--- src/rtl/ts_stream_generator.sv ---
// Multi-channel MPEG-2 TS packet source: per-channel PID/CC, optional CC-skip (lost packet) injection.
// Latency: first byte GAP_CYCLES+1 cycles after start, then one byte every GAP_CYCLES+1 cycles; no backpressure, stop aborts.
module ts_stream_generator #(
    parameter int          NUM_CH      = 4,
    parameter int          PKT_LEN     = 188,
    parameter int          GAP_CYCLES  = 1,
    parameter logic [12:0] BASE_PID    = 13'h0100,
    parameter int          LOSS_PERIOD = 4,
    parameter int          NUM_PKTS    = 0
) (
    input  logic                clk,
    input  logic                rst_n,
    input  logic                start,
    input  logic                stop,
    input  logic                loss_en,
    output logic [NUM_CH-1:0]   valid,
    output logic [8*NUM_CH-1:0] byte_data,
    output logic                sop,
    output logic                eop,
    output logic                busy,
    output logic                done
);
    localparam int IW  = $clog2(PKT_LEN);
    localparam int GW  = (GAP_CYCLES > 1) ? $clog2(GAP_CYCLES) : 1;
    localparam int LPS = (LOSS_PERIOD > 0) ? LOSS_PERIOD : 1;
    localparam int LW  = (LPS > 1) ? $clog2(LPS) : 1;

    typedef enum logic [1:0] {S_IDLE, S_GAP, S_BYTE, S_DONE} state_t;

    state_t              state_q;
    logic [GW-1:0]       gap_cnt_q;
    logic [IW-1:0]       idx_q;
    logic [31:0]         pkt_cnt_q;
    logic [3:0]          cc_q   [NUM_CH];
    logic [LW-1:0]       lmod_q [NUM_CH];
    logic [NUM_CH-1:0]   valid_q;
    logic [8*NUM_CH-1:0] data_q;
    logic                sop_q, eop_q, busy_q, done_q;

    logic                restart, abort, gap_end, last_pkt, emit, is_eop;
    logic [IW-1:0]       idx_cur;
    logic [12:0]         pid;
    logic [8*NUM_CH-1:0] data_d;
    logic [3:0]          cc_d   [NUM_CH];
    logic [LW-1:0]       lmod_d [NUM_CH];

    always_comb begin
        restart  = ((state_q == S_IDLE) || (state_q == S_DONE)) && start;
        abort    = stop && (state_q != S_IDLE);
        gap_end  = (state_q == S_GAP) && (gap_cnt_q == GW'(GAP_CYCLES - 1));
        last_pkt = (NUM_PKTS > 0) && (pkt_cnt_q == 32'(NUM_PKTS));
        // With no gap the byte is emitted on the same edge that enters or stays in BYTE
        emit     = !abort && (gap_end ||
                   ((GAP_CYCLES == 0) && (restart || ((state_q == S_BYTE) && !last_pkt))));
        idx_cur  = restart ? '0 : idx_q;
        is_eop   = (idx_cur == IW'(PKT_LEN - 1));
        data_d   = '0;
        pid      = '0;
        for (int i = 0; i < NUM_CH; i++) begin
            pid = BASE_PID + 13'(i);
            if (idx_cur == IW'(0))      data_d[8*i +: 8] = 8'h47;
            else if (idx_cur == IW'(1)) data_d[8*i +: 8] = {3'b000, pid[12:8]};
            else if (idx_cur == IW'(2)) data_d[8*i +: 8] = pid[7:0];
            else if (idx_cur == IW'(3)) data_d[8*i +: 8] = {4'b0001, cc_q[i]};
            else                        data_d[8*i +: 8] = 8'(idx_cur) + 8'(i);
            cc_d[i]   = cc_q[i] + ((loss_en && (LOSS_PERIOD > 0) && (lmod_q[i] == LW'(LPS - 1))) ? 4'd2 : 4'd1);
            lmod_d[i] = (lmod_q[i] == LW'(LPS - 1)) ? '0 : lmod_q[i] + LW'(1);
        end
    end

    always_ff @(posedge clk or negedge rst_n) begin
        if (!rst_n) begin
            state_q   <= S_IDLE;
            gap_cnt_q <= '0;
            idx_q     <= '0;
            pkt_cnt_q <= '0;
            valid_q   <= '0;
            data_q    <= '0;
            sop_q     <= 1'b0;
            eop_q     <= 1'b0;
            busy_q    <= 1'b0;
            done_q    <= 1'b0;
            for (int i = 0; i < NUM_CH; i++) begin
                cc_q[i]   <= '0;
                lmod_q[i] <= LW'(i % LPS);
            end
        end else if (abort) begin
            state_q <= S_IDLE;
            valid_q <= '0;
            sop_q   <= 1'b0;
            eop_q   <= 1'b0;
            busy_q  <= 1'b0;
            done_q  <= 1'b0;
        end else begin
            valid_q <= '0;
            sop_q   <= 1'b0;
            eop_q   <= 1'b0;
            case (state_q)
                S_IDLE, S_DONE: begin
                    if (restart) begin
                        state_q   <= (GAP_CYCLES > 0) ? S_GAP : S_BYTE;
                        gap_cnt_q <= '0;
                        idx_q     <= '0;
                        pkt_cnt_q <= '0;
                        busy_q    <= 1'b1;
                        done_q    <= 1'b0;
                        for (int i = 0; i < NUM_CH; i++) begin
                            cc_q[i]   <= '0;
                            lmod_q[i] <= LW'(i % LPS);
                        end
                    end
                end
                S_GAP: begin
                    if (gap_end) state_q <= S_BYTE;
                    else         gap_cnt_q <= gap_cnt_q + GW'(1);
                end
                S_BYTE: begin
                    if (last_pkt) begin
                        state_q <= S_DONE;
                        busy_q  <= 1'b0;
                        done_q  <= 1'b1;
                    end else if (GAP_CYCLES > 0) begin
                        state_q   <= S_GAP;
                        gap_cnt_q <= '0;
                    end
                end
                default: state_q <= S_IDLE;
            endcase
            if (emit) begin
                valid_q <= '1;
                data_q  <= data_d;
                sop_q   <= (idx_cur == '0);
                eop_q   <= is_eop;
                idx_q   <= is_eop ? '0 : idx_cur + IW'(1);
                if (is_eop) begin
                    pkt_cnt_q <= pkt_cnt_q + 32'd1;
                    for (int i = 0; i < NUM_CH; i++) begin
                        cc_q[i]   <= cc_d[i];
                        lmod_q[i] <= lmod_d[i];
                    end
                end
            end
        end
    end

    assign valid     = valid_q;
    assign byte_data = data_q;
    assign sop       = sop_q;
    assign eop       = eop_q;
    assign busy      = busy_q;
    assign done      = done_q;
endmodule

--- config.mk ---
export PLATFORM = sky130hd
export DESIGN_NAME = ts_stream_generator
export DESIGN_NICKNAME = d
export VERILOG_FILES = /design/src/rtl/ts_stream_generator.sv
export SDC_FILE = /design/constraint.sdc
export NUM_CORES = 1
export LEC_CHECK = 0
export ABC_AREA = 1
export CORE_MARGIN = 2
export CORE_UTILIZATION = 49
export DETAILED_ROUTE_END_ITERATION = 10
export GPL_TIMING_DRIVEN = 1
export PLACE_DENSITY = 0.79
export SLEW_MARGIN = 30
export SYNTH_ARGS = -nofsm -noshare
export SYNTH_HDL_FRONTEND = slang
export SYNTH_SLANG_ARGS = --single-unit
--- constraint.sdc ---
create_clock -name clk -period 2 [get_ports clk]
set_input_delay 0.4 -clock clk [delete_from_list [all_inputs] [get_ports clk]]
set_output_delay 0.4 -clock clk [all_outputs]
set_load 0.02 [all_outputs]
## Word level (Yosys, flattened, before mapping)

Index checks and enable logic that the tools add are counted.

- Bitwise operators: 2
- Reduce and logical (&&, ||, !) cells: 22
- $add $sub $neg: 12
- Mux-type cells: 54
- Equality and inequality tests: 15

Operators by type and width:

| operator | count |
|---|---|
| two-way mux 8 bit | 24 |
| two-way mux 16 bit | 4 |
| two-way mux 2 bit | 11 |
| adder 4 x 2 -> 4 bit | 4 |
| adder 8 x 2 -> 8 bit (second input constant) | 2 |
| equality test 8 x 2 -> 1 bit (second input constant) | 2 |
| equality test 2 bit (second input constant) | 6 |
| two-way mux 1 bit | 11 |
| adder 2 x 1 -> 2 bit (second input constant) | 4 |
| adder 8 x 1 -> 8 bit (second input constant) | 1 |
| equality test 8 x 1 -> 1 bit (second input constant) | 1 |
| equality test 8 bit (second input constant) | 1 |
| logical AND 1 bit | 8 |
| logical NOT 8 bit | 1 |
| two-way mux 4 bit | 2 |
| AND reduction 2 bit | 4 |
| nonzero test 2 bit | 4 |
| != test 3 bit (second input constant) | 2 |
| case mux 2 bit (3 select lines) | 1 |
| != test 2 bit (second input constant) | 2 |
| case mux 1 bit (3 select lines) | 1 |
| AND reduction 3 bit | 1 |
| equality test 2 x 1 -> 1 bit (second input constant) | 1 |
| logical NOT 2 bit | 1 |
| 5 further kinds | 6 |

- Output and inout port bits: 40
- Input port bits: 5
- Word-level logic and storage cells: 122
- Register bits after elaboration: 75

## Depth between registers and ports, before layout

Gate-level depths: netlist of the first run.

- Depth in word-level cells: 9
- Gate-level depth with buffers: 17
- Gate-level depth less buffers: 17

## Worst setup path after synthesis of the first run

No wires, ideal clock.

- Path type: register to register
- From: register state_q[0]
- To: register cc_q[3] in the netlist's numbering
- Path slack: -214 ps
- Stages on the path, launching flop included: 14
- Data arrival time: 2086 ps
- Library setup time: 128 ps
- Buffers on the path: 1
- Period minus slack after synthesis: 2214 ps
- Data required time: 1872 ps
- Cells stage by stage: dfrtp_1 inv_1 ha_1 inv_2 nand2_4 inv_1 nor2_1 ha_1 nand4_1 nor2_2 nand2_2 nand2_2 buf_4 o22ai_1

- Longest elaborated chain between the ends: 7
- Elaborated cells between the ends (all ways): 17
- Classes of those cells: eq/ne (3); mux (5); reduce/logical (9)

Ends and longest elaborated chain:

| item | RTL line | RTL |
|---|---|---|
| start: declaration | 30 | `state_t state_q;` |
| start signal: assignment | 101 | `state_q <= (GAP_CYCLES > 0) ? S_GAP : S_BYTE;` |
| equality test 2 bit / logical NOT 2 bit (equally long branches) | 48, 98 |  |
| logical OR 1 bit | 48 | `restart = ((state_q == S_IDLE) \|\| (state_q == S_DONE)) && start;` |
| logical AND 1 bit | 48 |  |
| two-way mux 8 bit / two-way mux 16 bit (equally long branches) | -- |  |
| equality test 8 bit / two-way mux 16 bit (equally long branches) | 56, 98 |  |
| two-way mux 16 bit | 135 | `if (is_eop) begin` |
| two-way mux 16 bit | 129 | `if (emit) begin` |
| end signal: indexed assignment | 138 | `cc_q[i] <= cc_d[i];` |
| end: declaration | 34 | `logic [3:0] cc_q [NUM_CH];` |

Several ways; a longest one is shown, not always the timed one.
A chain may end at the register's enable or synchronous reset.

## Final worst setup path of the first run

- From: register state_q[0]
- To: register idx_q[0]

- Longest elaborated chain between the ends: 7
- Elaborated cells between the ends (all ways): 20
- Classes of those cells: add/sub (1); eq/ne (3); mux (4); bitwise (1); reduce/logical (11)

Ends and longest elaborated chain:

| item | RTL line | RTL |
|---|---|---|
| equality test 2 bit / logical NOT 2 bit (equally long branches) | 48, 98 |  |
| logical OR 1 bit | 48 |  |
| logical AND 1 bit | 48 |  |
| two-way mux 8 bit | -- |  |
| adder 8 x 1 -> 8 bit / equality test 8 bit (equally long branches) | 134, 56 |  |
| two-way mux 8 bit | 134 | `idx_q <= is_eop ? '0 : idx_cur + IW'(1);` |
| two-way mux 8 bit | 129 |  |
| end signal: assignment | 134 |  |
| end: declaration | 32 | `logic [IW-1:0] idx_q;` |

Several ways; a longest one is shown, not always the timed one. The select of a mux whose other input is x is not followed.

==> impl_metrics.toml, run 1 <==
[run_status]
status = "complete, but fails checks"
violations = "setup timing"

[floorplan]
coreArea_sq_mm = 0.00809
fp.dieW_um = 94.6
fp.dieArea_sq_mm = 0.00895
rows = 33
die_y_um = 94.6
initial_core_util = 0.497
ios = 45

[timing]
holdWs_ns = 0.0425
min_period_ns = 2.20
rsz0062_at_grt = "true"
fin_ws_ns = -0.203
setup_viol = 54
fin_skew_ns = 0.0119
hold_viol = 0
finalMaxSlewViolations = 0
fin_crit_sh = 1.10
max_freq_mhz = 454

[yosys]
synth_seq_cells = 71
syn-instance-count = 508
syn_nets = 536
yosysWarnings = 0
synth_cell_types = 32
avgSynthCellArea_sq_um = 7.92
synth-seq-area-share = 0.443
synthesis.area_sq_mm = 0.00402

[critical_path]
critPathMostFrequentCell = "nor2_4"
worstPathArrival_ns = 2.44
path_cells = "inv_2 > ha_4 > inv_4 > nand2_8 > clkinvlp_4 > nor2_4 > ha_4 > nand4_1 > nor2_4 > buf_4 > nor2_4 > o21ai_1 > o21ai_1"
cp_slowest_cell = "dfrtp_1"
startpoint_type = "flop"
max_stage_delay_ns = 0.36
critPathRequiredTime_ns = 2.24
critPathCaptureType = "flop"
critPathKind = "flop to flop"
critPathMaxFanout = 7

[detailed_routing]
drtAntennaViolNets = 0
drc_errors = 0
firstDrtPassIters = 5
drt_iter0_markers = 288
drt-wirelength-per-cell_um = 15.5
drt_wl_total_um = 11000
vias = 3871
vias_per_cell = 5.45

[placement]
dp_hpwl_um = 6760
port_buffers = 43
gp_congestion = 0.855
dpl.cell_count = 677

[worst_hold_path]
hold_class = "primary input to asynchronous set/reset pin"

[clock_network]
htree_levels = 3
cts.sinks = 71
clock-root-buffer = "clkbuf_8"
cts_buffers = 9
hold_buffers = 0
cts_buffer_depth = 2
clkSlewWorstSetupHoldPaths_ns = 0.08
clock_latency_ns = 0.36
cts_tree = "built"

[global_route]
grt_pass1_wl_um = 16600
grt-ovfl-total = 0
grt_util_all_layers = 0.238
grt_max_degree = 72
antenna_found_initial = 0
grt_pass1_vias = 3741

[layout]
final_layout_size_suffix_gt1_frac = 0.284
final_cell_count_no_fill = 710
antenna_cells = 0
layout_commonest_cell = "nand2_1"
nets = 628
syn_to_final_growth_pct = 39.1
num-fill-cells = 571
final_cell_mix = "nand2_1 (122), dfrtp_1 (67), inv_1 (45)"

[run]
drv_cap = 0

[pwr]
power_density_mw_per_mm2 = 1680
irDropWorstVdd_mv = 0.636
p_leak_nw = 2.68
-- routing by layer --
metal	part of all wire	vias up	GRT usage	routed length (um)
met5	0	-	0	0
li1	-	1819	-	-
met1	0.42	1858	0.298	4600
met4	0.026	0	0.101	282
met3	0.055	33	0.0479	601
met2	0.50	161	0.404	5510
-- synthesized netlist by cell type --
master	number	share of area
o21ai_0	16	0.020
nor2_4	3	0.0084
nand3_2	2	0.0050
inv_1	53	0.049
buf_6	1	0.0028
clkbuf_1	2	0.0019
nand4_1	2	0.0031
conb_1	1	0.00093
dfrtp_1	67	0.42
o21ai_1	21	0.026
ha_1	19	0.059
xnor2_1	4	0.0087
o21bai_1	1	0.0019
dfstp_2	4	0.026
or2_1	2	0.0031
xor2_1	7	0.015
nand2_4	1	0.0028
inv_2	11	0.010
o22ai_1	9	0.014
a22oi_1	3	0.0056
o211ai_1	1	0.0019
buf_4	8	0.015
a31oi_1	1	0.0016
nor2_1	38	0.035
nor2_2	6	0.0093
nand2_1	136	0.13
a21oi_1	30	0.037
fa_1	4	0.020
nand3_1	41	0.051
nand2_2	6	0.0093
o21ai_2	1	0.0022
buf_2	7	0.0087
-- worst paths after layout --
path / slack (ns) / cells after the start / startpoint / endpoint
max: -0.20 / 13 / state_q[0] / idx_q[0]
min: 0.04 / 2 / rst_n / byte_data[29]
max reg2reg: -0.20 / 13 / state_q[0] / idx_q[0]
min reg2reg: 0.48 / 2 / byte_data[4] / byte_data[4]
max in group asynchronous: 1.59 / 2 / rst_n / lmod_q[1]
min in group clk: 0.48 / 2 / byte_data[4] / byte_data[4]
-- final cells by class --
| cell class | instances | area [sq um] | share of cell area |
|---|---|---|---|
| Clock buffer | 11 | 151 | 0.0271 |
| Clock inverter | 5 | 56.3 | 0.0101 |
| Multi-Input combinational cell | 356 | 2300 | 0.410 |
| Inverter | 64 | 254 | 0.0454 |
| Sequential cell | 71 | 1780 | 0.318 |
| Tap cell | 105 | 131 | 0.0235 |
| Timing Repair Buffer | 98 | 925 | 0.165 |
-- worst max-delay path: cells and delay by family, from the launching register on --
| kind | cells | cell delay (ns) |
|---|---|---|
| AOI/OAI and AO/OA | 2 | 0.21 |
| adders and majority gates | 2 | 0.46 |
| buffers and inverters | 4 | 0.41 |
| DFF | 1 | 0.36 |
| and+or+nand+nor | 5 | 0.64 |
-- metrics by stage --
| step | TNS (ns) | total power (W) | cell area (sq um) | util | setup WS (ns) |
|---|---|---|---|---|---|
| 2_1_floorplan | -2.11 | 0.00525 | 4100 | - | -0.104 |
| 3_3_place_gp | -18.51 | 0.00689 | 4860 | 0.600 | -0.427 |
| 3_5_place_dp | -22.38 | 0.00701 | 4860 | 0.600 | -0.538 |
| 4_1_cts | -3.99 | 0.00877 | 5350 | 0.661 | -0.143 |
| 5_1_grt | -14.55 | 0.00997 | 5600 | 0.691 | -0.324 |
| 6_report | -7.39 | 0.00940 | 5600 | 0.691 | -0.203 |
-- state kept, by name, indices dropped and copies added, names as in the netlist --
| signal | cells |
|---|---|
| eop | 1 |
| lmod_q | 8 |
| byte_data | 32 |
| valid | 1 |
| cc_q | 16 |
| sop | 1 |
| state_q | 2 |
| gap_cnt_q | 1 |
| idx_q | 8 |
| busy | 1 |
-- report_power, final --
part	leakage (nW)	switching (W)	internal, W
Clock	0.105	0.000575	0.000642
Combinational	1.67	0.00342	0.00251
Sequential	0.898	0.000335	0.00192
-- timing repair --
action | 4_1_cts | 5_1_grt
cloned | 0 | 1
pin swaps | 35 | 22
gates resized for setup | 60 | 42
buffers inserted | 11 | 7
setup endpoints to repair | 53 | 59
-- cells by family after synthesis --
kind of cell / count (synthesis) / synth area share
and+or+nand+nor: 237 / 0.255
adders and majority gates: 23 / 0.0790
other: 1 / 0.000933
buffers and inverters: 82 / 0.0881
xor gates and xnor gates: 11 / 0.0240
AOI/OAI and AO/OA: 83 / 0.110
DFF: 71 / 0.443
No activity file was read; power rests on OpenSTA's default activity.
==> inputs of run 2 (changes only) <==
CTS_CLUSTER_DIAMETER = 200   (was not set)
==> results of run 2 <==
Same layout as run 1: the final DEF is identical, and so are final timing and power.
